### config.mk
export PLATFORM = sky130hd
export DESIGN_NAME = fa_if
export DESIGN_NICKNAME = d
export VERILOG_FILES = /design/src/rtl/fa_pkg.sv /design/src/rtl/half_adder.sv /design/src/rtl/fa_if.sv
export SDC_FILE = /design/constraint.sdc
export NUM_CORES = 1
export LEC_CHECK = 0
export ABC_AREA = 1
export CAP_MARGIN = 20
export CORE_AREA = 2 2 39 41
export DETAILED_ROUTE_END_ITERATION = 16
export DIE_AREA = 0 0 41 43
export DONT_BUFFER_PORTS = 1
export PLACE_DENSITY = 0.3
export RECOVER_POWER = 25
export SYNTH_ARGS = -nofsm -noshare
export SYNTH_HDL_FRONTEND = slang
export SYNTH_SLANG_ARGS = --single-unit
### constraint.sdc
create_clock -name clk -period 0.8 [get_ports clk]
set_input_delay 0.16 -clock clk [delete_from_list [all_inputs] [get_ports clk]]
set_output_delay 0.16 -clock clk [all_outputs]
set_load 0.005 [all_outputs]
### src/rtl/fa_pkg.sv
`default_nettype none
// ---------------------------------------------------------------------------
// fa_pkg : shared width limit and result struct for the fa_if adder family
// Revision: 1.0
// ---------------------------------------------------------------------------
package fa_pkg;

  localparam int WIDTH_MAX = 64;

  typedef struct packed {
    logic                 cout;
    logic [WIDTH_MAX-1:0] sum;
  } fa_result_t;

  function automatic fa_result_t fa_pack(input logic i_cout, input logic [WIDTH_MAX-1:0] i_sum);
    fa_result_t r;
    r.cout = i_cout;
    r.sum  = i_sum;
    return r;
  endfunction

endpackage
`default_nettype wire

### src/rtl/half_adder.sv
`default_nettype none
// ---------------------------------------------------------------------------
// half_adder : combinational one-bit half-adder cell
// Revision: 1.0
// ---------------------------------------------------------------------------
module half_adder (
  input  logic a,
  input  logic b,
  output logic sum,
  output logic carry
);

  assign sum   = a ^ b;
  assign carry = a & b;

endmodule
`default_nettype wire

### src/rtl/fa_if.sv
`default_nettype none
// ---------------------------------------------------------------------------
// fa_if : registered ripple-carry adder built from half-adder cells, 1-cycle latency
// Revision: 1.0
// ---------------------------------------------------------------------------
module fa_if
  import fa_pkg::*;
#(
  parameter int WIDTH = 1
) (
  input  logic             clk,
  input  logic             rst,
  input  logic             in_valid,
  input  logic [WIDTH-1:0] a,
  input  logic [WIDTH-1:0] b,
  input  logic             cin,
  output logic             out_valid,
  output logic [WIDTH-1:0] sum,
  output logic             cout
);

  logic [WIDTH:0]   w_c;
  logic [WIDTH-1:0] w_s1;
  logic [WIDTH-1:0] w_c1;
  logic [WIDTH-1:0] w_c2;
  logic [WIDTH-1:0] w_sum;

  logic             r_valid;
  logic [WIDTH-1:0] r_sum;
  logic             r_cout;

  assign w_c[0] = cin;

  // Each bit: HA1 combines the operands, HA2 folds in the ripple carry.
  for (genvar i = 0; i < WIDTH; i++) begin : g_bit
    half_adder u_ha1 (
      .a     (a[i]),
      .b     (b[i]),
      .sum   (w_s1[i]),
      .carry (w_c1[i])
    );

    half_adder u_ha2 (
      .a     (w_s1[i]),
      .b     (w_c[i]),
      .sum   (w_sum[i]),
      .carry (w_c2[i])
    );

    assign w_c[i+1] = w_c1[i] | w_c2[i];
  end

  // Data registers load only on valid so unknown idle inputs never reach them.
  always_ff @(posedge clk or posedge rst) begin
    if (rst) begin
      r_valid <= 1'b0;
      r_sum   <= '0;
      r_cout  <= 1'b0;
    end else begin
      r_valid <= in_valid;
      if (in_valid) begin
        r_sum  <= w_sum;
        r_cout <= w_c[WIDTH];
      end
    end
  end

  assign out_valid = r_valid;
  assign sum       = r_sum;
  assign cout      = r_cout;

endmodule
`default_nettype wire

==> impl_metrics.yaml, run 1 <==
run_status:
  outcome: "complete, no violations"
logic_synthesis:
  syn_area_um2: 125.1
  number_of_storage_elements_in_the_synthesis_netlist: 3
  synthesis.instances: 12
  yosysSeqAreaShare_pct: 60.00
  unique_masters_post_synth: 4
  synthDominantAreaCellType: "sky130_fd_sc_hd__dfrtp_1"
  synth_warnings: 0
  synth.net_count: 19
  synth.area.top_cells: "sky130_fd_sc_hd__dfrtp_1 60%, sky130_fd_sc_hd__nand2_1 18%, sky130_fd_sc_hd__fa_1 16%, sky130_fd_sc_hd__inv_1 6.0%"
  synthDominantCellAreaShare_pct: 60.00
  syn_area_per_cell_um2: 10.43
cells_and_area:
  postLayoutCoreUtil_pct: 13.83
  flow.area_growth_from_synthesis_pct: 53.00
  antenna_diodes: 0
  nNetsFinal: 26
  stdcell_area_um2: 191.4
  proportion_of_layout_cells_with_a_drive_suffix_above_1_pct: 16.67
  mostFrequentLayoutCell: "sky130_fd_sc_hd__nand2_1"
  layout_common_cells: "6 x sky130_fd_sc_hd__nand2_1, 3 x sky130_fd_sc_hd__clkbuf_4, 3 x sky130_fd_sc_hd__dfrtp_1, 2 x sky130_fd_sc_hd__inv_1, 2 x sky130_fd_sc_hd__dlygate4sd3_1"
sta:
  finalCritPeriodShare_pct: 97.72
  fin_skew_ns: 0
  worst-slew-pin-transition_ns: 0.1149
  slew-limit-headroom_pct: 92.34
  rsz0062_at_grt: "yes"
  setup_viol: 0
  achievable-frequency_ghz: 1.279
  timing.setup.tns_ns: 0
  slew_limit_fails: 0
  finalHoldViolCount: 0
  min_period_ns: 0.7818
  whs_ns: 0.05403
hold_path:
  min_path_type: "in2reg"
  worst_hold_startpoint: "in_valid"
  hold_path_depth: 2
  holdPathEnd: "cout$_DFFE_PP0P_"
pwr:
  swShare_pct: 21.22
  switchingPower_uw: 100.2
  peakVddDrop_v: 0.0003047
  power_frac_comb_pct: 6.7
  power_leakage_nw: 0.09469
  design_power_total_uw: 472.3
  intPower_uw: 372.1
  clock_power_share_pct: 54.9
  power.density_nw_per_um2: 2467
  p_seq_share_pct: 38.4
drt:
  first_iter_violations: 2
  via_count: 91
  drtAntennaViolNets: 0
  routed_wire_length_per_instance_um: 7.706
  route.detailed.drc: 0
  detail_route.vias_per_cell: 2.676
  first_drt_pass_iteration_count: 2
  drt-total-wl_um: 262
global_routing:
  grt_first_pass_wirelength_um: 379
  number_of_antenna_violations_at_the_first_check_in_global_routing: 0
  grt.total_usage_pct: 4.133
  gr-total-overflow: 0
  grt_pass1_vias: 108
  pin_count_of_the_biggest_net_entering_global_routing: 5
placement:
  postPlaceCellArea_um2: 145.1
  gpl.final_weighted_congestion: 0.6020
  io_buffer_count: 0
  hpwlAfterDp_um: 199.7
setup_path:
  r2r.worst_path.cells: 2
  worst-endpoint-required_ns: 0.64
  worst_setup_path_end_kind: "output port"
  timing.critical_path.arrival_ns: 0.62
  worstReg2RegEnd: "sum$_DFFE_PP0P_"
  reg2reg_from: "sum$_DFFE_PP0P_"
  critPathLaunchType: "register"
  path_max_fanout: 2
  register_to_register_path_setup_slack_ns: 0.18
  worst_setup_path_category: "reg2out"
clocking:
  htree_levels: 1
  maximum_root_to_sink_buffer_count: 2
  clock-sinks: 3
  clock_insertion_delay_worst_skew_ns: 0.23
  cts_made_buffers: 3
  ctsResizeCount: 0
  cts_tree: "yes"
  cts_root_buffer: "sky130_fd_sc_hd__clkbuf_4"
  clk_transition_reported_paths_ns: 0.04
die:
  fp.dieArea_um2: 1763
  core-area_um2: 1384
  start_util_pct: 9.042
  die_width_um: 41
  floorplan.io_pins: 9
  dieHeight_um: 43
  rows: 14
job:
  max_cap_viol_count: 0
-- through the flow --
| step | cells | worst slack [ns] |
|---|---|---|
| global route | 34 | -0.01368 |
| CTS | 34 | 0.008071 |
| detailed placement | 28 | -0.04488 |
| global placement | 28 | -0.03938 |
| finish | 34 | 0.01822 |
| floorplan | 12 | -0.03017 |
-- per-layer routing --
metal | GRT usage [%] | vias up | routed length [um]
met3 | 6.283 | 0 | 82
met1 | 3.909 | 36 | 111
met5 | 0 | - | 0
met4 | 6.000 | 0 | 0
li1 | - | 45 | -
met2 | 2.500 | 10 | 68
-- layout make-up --
| type | count | area, um2 |
|---|---|---|
| Fill cell | 156 | 1192 |
| Sequential cell | 3 | 75.07 |
| Multi-Input combinational cell | 7 | 42.54 |
| Clock buffer | 4 | 26.28 |
| Timing Repair Buffer | 2 | 20.02 |
| Tap cell | 16 | 20.02 |
| Inverter | 2 | 7.507 |
-- Yosys cell counts (all sizes together) --
library cell  instances
nand2                 6
dfrtp                 3
inv                   2
fa                    1
-- worst max-delay path by stage --
stage | from | to | cells past startpoint
2_1_floorplan | a | sum$_DFFE_PP0P_ | 3
3_3_place_gp | a | sum$_DFFE_PP0P_ | 3
3_5_place_dp | a | sum$_DFFE_PP0P_ | 3
4_1_cts | sum$_DFFE_PP0P_ | sum | 0
5_1_grt | sum$_DFFE_PP0P_ | sum | 0
6_report | sum$_DFFE_PP0P_ | sum | 0
-- cells by family after synthesis --
group                      count (synthesis)  share of synthesized area, %
and+or+nand+nor                            6                         18.00
adders and majority gates                  1                         16.00
buffers and inverters                      2                         6.002
DFF                                        3                         60.00
-- state kept, by name, indices dropped and copies added, names as in the netlist --
name       flops
out_valid      1
sum            1
cout           1
-- power by group through the flow --
| stage | Sequential [mW] | Clock, mW | Combinational (mW) |
|---|---|---|---|
| after floorplan | 0.179 | 0 | 0.0204 |
| after global placement | 0.184 | 0 | 0.0227 |
| after detailed placement | 0.183 | 0 | 0.0236 |
| after CTS | 0.182 | 0.276 | 0.0319 |
| after global routing | 0.184 | 0.290 | 0.0368 |
| final | 0.181 | 0.259 | 0.0318 |
-- what timing repair did --
item,CTS,global route
endpoints found under the hold margin,4,0
hold buffers,2,0
setup endpoints to repair,0,1
setup buffers,0,0
(Power assumes the default switching activity.)
==> inputs of run 2 (changes only) <==
Settings changed: CELL_PAD_IN_SITES_DETAIL_PLACEMENT set to 1, CELL_PAD_IN_SITES_GLOBAL_PLACEMENT set to 1, CTS_BUF_LIST set to sky130_fd_sc_hd__clkbuf_8 sky130_fd_sc_hd__clkbuf_16, PLACE_DENSITY 0.3 to 0.34.
==> run 2 against run 1 <==
- core utilization is 1.4 points higher
- sequential share of layout area is 3.5 points lower
- clock power is 63% higher
- sequential power hardly changed
- first-iteration DRC count is 50% lower
- highest routed layer is now met4
==> impl_metrics.yaml, run 2 (synthesis results as in run 1) <==
sta:
  worst-slew-pin-transition_ns: 0.1178
  slew-limit-headroom_pct: 92.14
  finalCritPeriodShare_pct: 95.26
  whs_ns: 0.07292
  post-route-worst-setup-slack_ns: 0.03795
  achievable-frequency_ghz: 1.312
  slew_limit_fails: 0
  setup_viol: 0
  rsz0062_at_grt: "no"
  finalHoldViolCount: 0
  min_period_ns: 0.7620
  fin_skew_ns: 0
clocking:
  cts_hold_repair.buffers: 2
  cts_tree: "yes"
  clk_transition_reported_paths_ns: 0.03
  clock-sinks: 3
  ctsResizeCount: 0
  maximum_root_to_sink_buffer_count: 2
  post_cts.repair.setup_buffers: 0
  clock_insertion_delay_worst_skew_ns: 0.21
  htree_levels: 1
  cts_root_buffer: "sky130_fd_sc_hd__clkbuf_8"
  cts_made_buffers: 3
pwr:
  power_leakage_nw: 0.1066
  intPower_uw: 512.7
  switchingPower_uw: 124.9
  power_frac_comb_pct: 5.3
  swShare_pct: 19.59
  peakVddDrop_v: 0.0003072
  power.density_nw_per_um2: 3034
  clock_power_share_pct: 66.4
  p_seq_share_pct: 28.3
die:
  die_width_um: 41
  floorplan.io_pins: 9
  dieHeight_um: 43
  core-area_um2: 1384
  rows: 14
  fp.dieArea_um2: 1763
  start_util_pct: 9.042
cells_and_area:
  mostFrequentLayoutCell: "sky130_fd_sc_hd__nand2_1"
  layout.filler_cells: 160
  proportion_of_layout_cells_with_a_drive_suffix_above_1_pct: 16.67
  stdcell_area_um2: 210.2
  antenna_diodes: 0
  layout_common_cells: "6 x sky130_fd_sc_hd__nand2_1, 3 x sky130_fd_sc_hd__inv_1, 3 x sky130_fd_sc_hd__clkbuf_8, 3 x sky130_fd_sc_hd__dfrtp_1, 2 x sky130_fd_sc_hd__dlygate4sd3_1"
  nNetsFinal: 26
  flow.area_growth_from_synthesis_pct: 68.00
  instances_no_fill: 34
setup_path:
  worstReg2RegEnd: "sum$_DFFE_PP0P_"
  worst_setup_path_category: "reg2out"
  worst_setup_path_end_kind: "output port"
  timing.critical_path.arrival_ns: 0.60
  r2r.worst_path.cells: 2
  reg2reg_from: "sum$_DFFE_PP0P_"
  critPathLaunchType: "register"
  path_max_fanout: 2
  worst-endpoint-required_ns: 0.64
  register_to_register_path_setup_slack_ns: 0.18
hold_path:
  hold_path_depth: 2
  holdPathEnd: "sum$_DFFE_PP0P_"
  min_path_type: "in2reg"
  worst_hold_startpoint: "in_valid"
global_routing:
  pin_count_of_the_biggest_net_entering_global_routing: 5
  grt_pass1_vias: 108
  gr-total-overflow: 0
  grt.total_usage_pct: 4.814
  grt_first_pass_wirelength_um: 414
  number_of_antenna_violations_at_the_first_check_in_global_routing: 0
job:
  max_cap_viol_count: 0
placement:
  postPlaceCellArea_um2: 145.1
  post-place-cells: 28
  dp_worst_setup_slack_ns: -0.07098
  gpl.final_weighted_congestion: 0.4718
  io_buffer_count: 0
drt:
  detail_route.vias_per_cell: 2.765
  drtAntennaViolNets: 0
  first_drt_pass_iteration_count: 4
  first_iter_violations: 1
  routed_wire_length_per_instance_um: 9.059
  via_count: 94
  drt-total-wl_um: 308
  route.detailed.drc: 0
run_status:
  outcome: "complete, no violations"
run 2: layout make-up:
class / count / area, um2 / share of cell area [%]
Sequential cell: 3 / 75.07 / 35.71
Multi-Input combinational cell: 7 / 42.54 / 20.24
Clock buffer: 3 / 41.29 / 19.64
Timing Repair Buffer: 2 / 20.02 / 9.524
Tap cell: 16 / 20.02 / 9.524
Inverter: 2 / 7.507 / 3.571
Clock inverter: 1 / 3.754 / 1.786
run 2: worst max-delay path by stage:
stage                     from  cells past startpoint               to  slack, ns
5_1_grt        sum$_DFFE_PP0P_                      0              sum       0.02
2_1_floorplan                a                      3  sum$_DFFE_PP0P_      -0.03
3_5_place_dp                 a                      3  sum$_DFFE_PP0P_      -0.07
3_3_place_gp                 a                      3  sum$_DFFE_PP0P_      -0.06
4_1_cts        sum$_DFFE_PP0P_                      0              sum       0.03
6_report       sum$_DFFE_PP0P_                      0              sum       0.04
run 2: layer usage:
layer	track usage, %	vias to the layer above	wire length (um)
met5	0	-	0
met4	10.00	0	4
met3	4.188	2	68
met2	3.125	10	109
met1	4.808	37	126
li1	-	45	-
run 2: power groups by stage:
stage / clock network [mW] / logic (mW) / registers (mW)
after floorplan: 0 / 0.0204 / 0.179
after global placement: 0 / 0.0251 / 0.181
after detailed placement: 0 / 0.0270 / 0.182
after CTS: 0.439 / 0.0352 / 0.180
after global routing: 0.463 / 0.0413 / 0.182
final: 0.423 / 0.0340 / 0.180
run 2: worst reg2reg max path, stage by stage (launching register included):
cell                      delay, ns
sky130_fd_sc_hd__dfrtp_1       0.39
sky130_fd_sc_hd__nand2_1       0.08
sky130_fd_sc_hd__nand2_1       0.05
run 2: stage by stage:
stage                     setup TNS, ns  power (mW)  util [%]
after floorplan                -0.03017      0.1994         -
after global placement         -0.08283      0.2065     10.49
after detailed placement       -0.09497      0.2089     10.49
after CTS                             0      0.6549     15.19
after global routing                  0      0.6867     15.19
final                                 0      0.6377     15.19
